File: config.mk
export PLATFORM = sky130hd
export DESIGN_NAME = ram_rx_arb
export DESIGN_NICKNAME = d
export VERILOG_FILES = /design/src/rtl/ram_rx_arb.sv
export SDC_FILE = /design/constraint.sdc
export NUM_CORES = 1
export LEC_CHECK = 0
export ABC_AREA = 1
export BUFFER_PORTS_ARGS = -buffer_cell sky130_fd_sc_hd__buf_2
export CORE_MARGIN = 10
export CORE_UTILIZATION = 51
export CTS_BUF_LIST = sky130_fd_sc_hd__clkbuf_8
export CTS_CLUSTER_DIAMETER = 120
export DETAILED_ROUTE_END_ITERATION = 10
export PLACE_DENSITY = 0.79
export SLEW_MARGIN = 5
export SYNTH_ARGS = -nofsm -noshare
export SYNTH_HDL_FRONTEND = slang
export SYNTH_SLANG_ARGS = --single-unit
File: constraint.sdc
create_clock -name clk -period 1.6 [get_ports clk]
set_input_delay 0.16 -clock clk [delete_from_list [all_inputs] [get_ports clk]]
set_output_delay 0.16 -clock clk [all_outputs]
set_load 0.005 [all_outputs]
File: src/rtl/ram_rx_arb.sv
// ---------------------------------------------------------------------------
// ram_rx_arb
//
// Purpose:
//   Arbitrates the single read port of the receive command RAM between two
//   burst readers (requester 0 = command reader, requester 1 = status or
//   diagnostic reader). The winner gets one contiguous burst of bytes. The
//   block drives one address per cycle, tracks the fixed RAM read latency
//   with a valid shift register and returns data with a per-requester strobe.
//   Completion uses the fs/fd level handshake.
//
// Parameters:
//   DATA_LATENCY  - cycles from a ram_rxa change to the matching ram_rxd (1..4)
//   RAM_ADDR_INIT - value driven on ram_rxa while no address is being issued
//
// Ports:
//   clk              system clock, rising edge
//   rst              asynchronous reset, active low
//   fs_req0/1        requester start level, held until its fd_req is seen
//   fd_req0/1        burst done level, held until fs_req drops
//   addr0/1          burst start address, sampled at grant
//   len0/1           burst length in bytes, sampled at grant (0 is legal)
//   dv0/1            one-cycle strobe: rd_data is valid for that requester
//   rd_data          registered read data, shared by both requesters
//   ram_rxa          registered RAM read address
//   ram_rxd          RAM read data
//
// Every output comes straight from a flop.
// ---------------------------------------------------------------------------
module ram_rx_arb #(
  parameter int         DATA_LATENCY  = 2,
  parameter logic [7:0] RAM_ADDR_INIT = 8'h80
) (
  input  logic       clk,
  input  logic       rst,
  input  logic       fs_req0,
  input  logic       fs_req1,
  output logic       fd_req0,
  output logic       fd_req1,
  input  logic [7:0] addr0,
  input  logic [7:0] addr1,
  input  logic [7:0] len0,
  input  logic [7:0] len1,
  output logic       dv0,
  output logic       dv1,
  output logic [7:0] rd_data,
  output logic [7:0] ram_rxa,
  input  logic [7:0] ram_rxd
);

  // One-hot burst sequencer states
  typedef enum logic [3:0] {
    ST_IDLE  = 4'b0001,
    ST_ISSUE = 4'b0010,
    ST_DRAIN = 4'b0100,
    ST_DONE  = 4'b1000
  } state_t;

  state_t                  state_q,   state_d;
  logic                    gnt_q,     gnt_d;
  logic                    last_q,    last_d;
  logic [7:0]              base_q,    base_d;
  logic [7:0]              cnt_max_q, cnt_max_d;
  logic [7:0]              k_q,       k_d;
  logic [DATA_LATENCY-1:0] sr_q,      sr_d;
  logic [7:0]              ram_rxa_q, ram_rxa_d;
  logic [7:0]              rd_data_q, rd_data_d;
  logic [1:0]              dv_q,      dv_d;
  logic [1:0]              fd_q,      fd_d;

  logic                    win_s;
  logic [7:0]              win_addr_s;
  logic [7:0]              win_len_s;
  logic                    fs_gnt_s;
  logic                    issue_s;
  logic                    sr_busy_s;

  // Round-robin pick: a lone requester wins, on a tie the side that was not
  // granted last time wins.
  always_comb begin
    if (fs_req0 && fs_req1) begin
      win_s = ~last_q;
    end else begin
      win_s = fs_req1;
    end
    if (win_s) begin
      win_addr_s = addr1;
      win_len_s  = len1;
    end else begin
      win_addr_s = addr0;
      win_len_s  = len0;
    end
    if (gnt_q) begin
      fs_gnt_s = fs_req1;
    end else begin
      fs_gnt_s = fs_req0;
    end
  end

  // Any tag that still has at least one more shift before emerging. The
  // oldest stage is excluded because it empties on the capture edge itself,
  // which lets DRAIN leave on the edge of the last capture.
  always_comb begin
    sr_busy_s = 1'b0;
    for (int i = 0; i < DATA_LATENCY - 1; i++) begin
      sr_busy_s = sr_busy_s | sr_q[i];
    end
  end

  // Sequencer next state, grant/burst bookkeeping, address and fd generation
  always_comb begin
    state_d   = state_q;
    gnt_d     = gnt_q;
    last_d    = last_q;
    base_d    = base_q;
    cnt_max_d = cnt_max_q;
    k_d       = k_q;
    ram_rxa_d = RAM_ADDR_INIT;
    issue_s   = 1'b0;
    fd_d      = 2'b00;
    case (state_q)
      ST_IDLE: begin
        if (fs_req0 || fs_req1) begin
          gnt_d     = win_s;
          last_d    = win_s;
          base_d    = win_addr_s;
          cnt_max_d = win_len_s;
          k_d       = 8'd0;
          // A zero-length burst skips the RAM entirely.
          if (win_len_s == 8'd0) begin
            state_d = ST_DONE;
          end else begin
            state_d = ST_ISSUE;
          end
        end else begin
          state_d = ST_IDLE;
        end
      end
      ST_ISSUE: begin
        // 8-bit add wraps 8'hFF -> 8'h00 on purpose.
        ram_rxa_d = base_q + k_q;
        issue_s   = 1'b1;
        k_d       = k_q + 8'd1;
        if (k_q == (cnt_max_q - 8'd1)) begin
          state_d = ST_DRAIN;
        end else begin
          state_d = ST_ISSUE;
        end
      end
      ST_DRAIN: begin
        if (!sr_busy_s) begin
          state_d = ST_DONE;
        end else begin
          state_d = ST_DRAIN;
        end
      end
      ST_DONE: begin
        // fd is only held while the granted requester keeps fs high; the
        // first cycle fs is seen low releases the port.
        if (fs_gnt_s) begin
          fd_d[gnt_q] = 1'b1;
          state_d     = ST_DONE;
        end else begin
          state_d = ST_IDLE;
        end
      end
      default: begin
        state_d = ST_IDLE;
      end
    endcase
  end

  // Read-latency tag pipeline and data return
  always_comb begin
    sr_d[0] = issue_s;
    for (int i = 1; i < DATA_LATENCY; i++) begin
      sr_d[i] = sr_q[i-1];
    end
    dv_d      = 2'b00;
    rd_data_d = rd_data_q;
    // The grant cannot change while tags are in flight, so gnt_q steers dv.
    if (sr_q[DATA_LATENCY-1]) begin
      rd_data_d   = ram_rxd;
      dv_d[gnt_q] = 1'b1;
    end else begin
      rd_data_d = rd_data_q;
    end
  end

  // State and output registers with asynchronous active-low reset
  always_ff @(posedge clk or negedge rst) begin
    if (!rst) begin
      state_q   <= ST_IDLE;
      gnt_q     <= 1'b0;
      last_q    <= 1'b1;
      base_q    <= 8'h00;
      cnt_max_q <= 8'h00;
      k_q       <= 8'h00;
      sr_q      <= {DATA_LATENCY{1'b0}};
      ram_rxa_q <= RAM_ADDR_INIT;
      rd_data_q <= 8'h00;
      dv_q      <= 2'b00;
      fd_q      <= 2'b00;
    end else begin
      state_q   <= state_d;
      gnt_q     <= gnt_d;
      last_q    <= last_d;
      base_q    <= base_d;
      cnt_max_q <= cnt_max_d;
      k_q       <= k_d;
      sr_q      <= sr_d;
      ram_rxa_q <= ram_rxa_d;
      rd_data_q <= rd_data_d;
      dv_q      <= dv_d;
      fd_q      <= fd_d;
    end
  end

  assign ram_rxa = ram_rxa_q;
  assign rd_data = rd_data_q;
  assign dv0     = dv_q[0];
  assign dv1     = dv_q[1];
  assign fd_req0 = fd_q[0];
  assign fd_req1 = fd_q[1];

endmodule

After elaboration in Yosys (flattened, before gate mapping):

Index checks and enable logic that the tools add are counted.

* bits of input ports: 44
* output and inout port bits: 20
* register bits: 52
* logic and storage cells: 49

* bitwise operators: 1
* add/sub/neg operators: 3
* reductions and logical operators: 7
* equality and inequality tests: 6
* magnitude comparators: 2
* muxes and demuxes: 19

Operators with widths (count)
* $mux W8: 4
* $mux W4: 4
* $pmux W4 S4: 1
* $pmux W8 S2: 1
* $add A8 B1 Y8 const B: 1
* $add A8 B8 Y8: 1
* $eq A8 B8 Y1: 1
* $logic_not A8 Y1: 1
* $sub A8 B1 Y8 const B: 1
* $mux W2: 3
* $eq A4 B1 Y1 const B: 1
* $eq A4 B2 Y1 const B: 1
* $eq A4 B3 Y1 const B: 1
* $eq A4 B4 Y1 const B: 1
* $mux W1: 4
* $reduce_and A2 Y1: 2
* $mux W3: 1
* $logic_and A1 B1 Y1: 2
* $lt A1 B2 Y1 const B: 1
* $ne A2 B2 Y1 const B: 1
* $reduce_bool A2 Y1: 1
* $demux W1 S1: 1
* $ge A1 B1 Y1 const B: 1
* $logic_or A1 B1 Y1: 1
* $not A1 Y1: 1

Longest topological paths before layout:

* depth in word-level cells: 7
* gate-level depth with buffers: 12
* mapped depth without buffers: 12

Worst setup path before layout:

Ideal clock, no wire load.

* kind: reg2reg
* start: register k_q[0]
* end: register ram_rxa_q[6], in the netlist ram_rxa[6]
* required time: 1475 ps
* arrival time: 1403 ps
* library setup time: 125 ps
* path buffers: 0
* stages on the path, launching flop included: 7
* path slack: 72 ps
* clock period less this slack: 1528 ps
* cells stage by stage: dfrtp_1 ha_1 fa_1 nand4_1 nand3_1 o21ai_0 a21oi_1

* word-level cells in the longest chain between the ends: 2

RTL lines
* from (decl): RTL line 64 `logic [7:0] k_q, k_d;`
* from (signal assigned): RTL line 210 `k_q <= k_d;`
* $add A8 B8 Y8: RTL line 141 `ram_rxa_d = base_q + k_q;`
* $mux W8: RTL line 121 `case (state_q)`
* net ram_rxa_d[6]: RTL line 66 `logic [7:0] ram_rxa_q, ram_rxa_d;`
* to (signal assigned): RTL line 212 `ram_rxa_q <= ram_rxa_d;`
* to (decl): RTL line 66

The timed path passes the listed nets, and every way through them passes these cells.
A chain may end at the register's enable or synchronous reset.

Final worst setup path:

* start: register base_q[0]
* end: register ram_rxa_q[6], in the netlist ram_rxa[6]

* word-level cells in the longest chain between the ends: 2

RTL lines
* from (decl): RTL line 62 `logic [7:0] base_q, base_d;`
* from (signal assigned): RTL line 208 `base_q <= base_d;`
* $add A8 B8 Y8: RTL line 141
* $mux W8: RTL line 121
* net ram_rxa_d[6]: RTL line 66

The timed path passes the listed nets, and every way through them passes these cells.

==> metrics.cfg <==
[sta]
timing_worst_slew_pin_value_ns = 0.528
slew-limit-headroom_pct = 64.8
rsz0062_at_grt = yes
period_share_pct = 93.9
setup_viol = 0
timing.fmax_mhz = 665
min_period_ns = 1.50
finalHoldViolations = 0
finalHoldWorstSlack_ns = 0.0479
setup_slack_ns = 0.0969
setup_tns_ns = 0
slew_violations = 0
finalClockSkew_ns = 0.0125

[clocking]
htree_levels = 2
cts_sinks = 52
cts_buffer_depth = 2
numCtsBuffers = 5
clkTransAtPathRegs_ns = 0.10
worstSkewPairLatency_ns = 0.33
root_buffer = clkbuf_8
cts_tree = done

[global_routing]
grt_pass1_wl_um = 11200
grt_start_max_net_pins = 33
antenna_found_initial = 1
gr-total-overflow = 0
grtUsageTotal_pct = 15.4
grt_pass1_vias = 2478

[logic_synthesis]
synthFlopType = dfrtp_1
avgSynthCellArea_um2 = 8.07
synth_sequential_area_ratio_pct = 45.8
syn_nets = 407
netlist_area_um2 = 2850
ys_ff_latch = 52
async_flop_share_pct = 100
yosysUniqueCellTypes = 36
syn_inst = 353
yosysWarnings = 0
synth_edf_count = 0

[finish]
final_common_cell = nand2_1
seq_area_um2 = 1310
multi_input_area_um2 = 1430
final_cell_mix = nand2_1, buf_2, dfrtp_1
stdcell_count = 507
drive_gt1_share_pct = 28.6
fill_cells = 469
area_growth_pct = 24.8
final_nets = 487

[routing]
routedWlPerCell_um = 14.0
first_pass_iters = 4
drt-vias-per-instance = 5.09
drtIter0Drc = 108
drc = 0
vias = 2581
ant_nets = 0
drt_wl_total_um = 7120

[floorplan]
io_pins = 64
core_area_um2 = 5470
die_area_um2 = 8970
start_util_pct = 52.0
die_x_um = 94.7
row_count = 27
die_height_um = 94.7

[place]
port_buffers = 63
dpl.cell_count = 493
place_congestion = 0.944
place_ws_ns = 0.0155
hpwl_um = 5210

[critical_path]
cp_max_fo = 3
start_kind = flip-flop
crit_arrival_ns = 1.71
cp-end-kind = flip-flop
path_class = reg2reg
cp_data_required_time_ns = 1.81

[worst_hold_path]
hold_class = in2reg

[pwr]
power_leakage_nw = 1.87
power_mw = 6.05
irDropWorstVdd_mv = 1.13
powerDensity_nw_per_um2 = 1700

[run]
drv_cap = 0

[outcome]
outcome = finished, final reports clean

## cells in the mapped netlist (5+ instances only)
cell type    n  area share (%)
o21ai_0     11             1.9
nor2_1      22             2.9
nand3_1     17             3.0
o21ai_1     12             2.1
nand4_1      5             1.1
a2bb2oi_1    8             2.5
nor3_1       5            0.88
a21oi_1     16             2.8
xnor2_1      6             1.8
dfrtp_1     49              43
ha_1         9             4.0
nand2_1    111              15
xor2_1       6             1.8
nand2_2      7             1.5
inv_1       34             4.5
## what timing repair did
| item | 4_1_cts | 5_1_grt |
|---|---|---|
| pin swaps | 0 | 4 |
| gates cloned | 0 | 0 |
| gates resized for setup | 1 | 21 |
| endpoints found under the hold margin | 20 | 0 |
| setup buffers | 0 | 4 |
| hold buffers | 1 | 0 |
| endpoints found under the setup margin | 1 | 7 |
## power by group
group	internal, mW	switching, mW	leakage [nW]
registers	1.82	0.393	0.657
logic	1.25	1.64	1.16
clock network	0.472	0.481	0.0548
## cells by family (layout without fill, tap and decap cells)
family | after synthesis | after routing | share of synthesized area [%]
buf+inv | 47 | 128 | 7.16
flops | 52 | 52 | 45.8
compound gates | 56 | 56 | 11.6
other cells | 0 | 1 | 0
fa+ha+maj | 10 | 10 | 4.66
simple gates | 176 | 176 | 27.1
xor+xnor | 12 | 12 | 3.69
## critical path: stages (launching register included)
cell     delay, ns
dfrtp_1       0.40
ha_2          0.21
fa_2          0.38
nand4_1       0.10
nand3_1       0.09
o21ai_0       0.16
a21oi_1       0.06
## path summary, 6_finish.rpt
kind / from / slack, ns / cells after the start / endpoint
min reg2reg: sr_q[0]$_DFF_PN0_ / 0.43 / 0 / sr_q[1]$_DFF_PN0_
max reg2reg: base_q[0]$_DFFE_PN0P_ / 0.1 / 6 / ram_rxa[6]$_DFF_PN0_
max: base_q[0]$_DFFE_PN0P_ / 0.1 / 6 / ram_rxa[6]$_DFF_PN0_
min in group asynchronous: rst / 0.33 / 2 / cnt_max_q[4]$_DFFE_PN0P_
max in group asynchronous: rst / 0.65 / 3 / state_q[0]$_DFF_PN1_
min: ram_rxd[2] / 0.05 / 3 / rd_data[2]$_DFFE_PN0P_
## per-stage QoR
stage | area (um^2) | utilization [%]
2_1_floorplan | 2850 | -
3_5_place_dp | 3310 | 60.4
5_1_grt | 3550 | 65.0
6_report | 3550 | 65.0
4_1_cts | 3430 | 62.7
3_3_place_gp | 3310 | 60.4
## flip-flops by register name, summed over array words and instances (netlist names)
signal and cells:
dv_q 2, sr_q 2, cnt_max_q 8, last_q 1
base_q 8, k_q 8, state_q 4, rd_data 8
ram_rxa 8, gnt_q 1, fd_q 2
## layout make-up
class / instances / area share [%]
multi-input cells: 254 / 40.1
flip-flops and latches: 52 / 36.7
repair buffers: 81 / 13.1
inverters: 39 / 4.26
well taps: 72 / 2.53
clock buffers: 5 / 1.94
clock inverters: 3 / 1.30
diodes: 1 / 0.0704
## per-layer routing
metal	vias to the layer above	GRT usage, %	routed length (um)
li1	1302	-	-
met1	1186	19.2	3130
met2	81	25.3	3230
met3	12	3.89	594
met4	0	5.24	160
met5	-	0	0
Power figures use the tool's default switching activity.
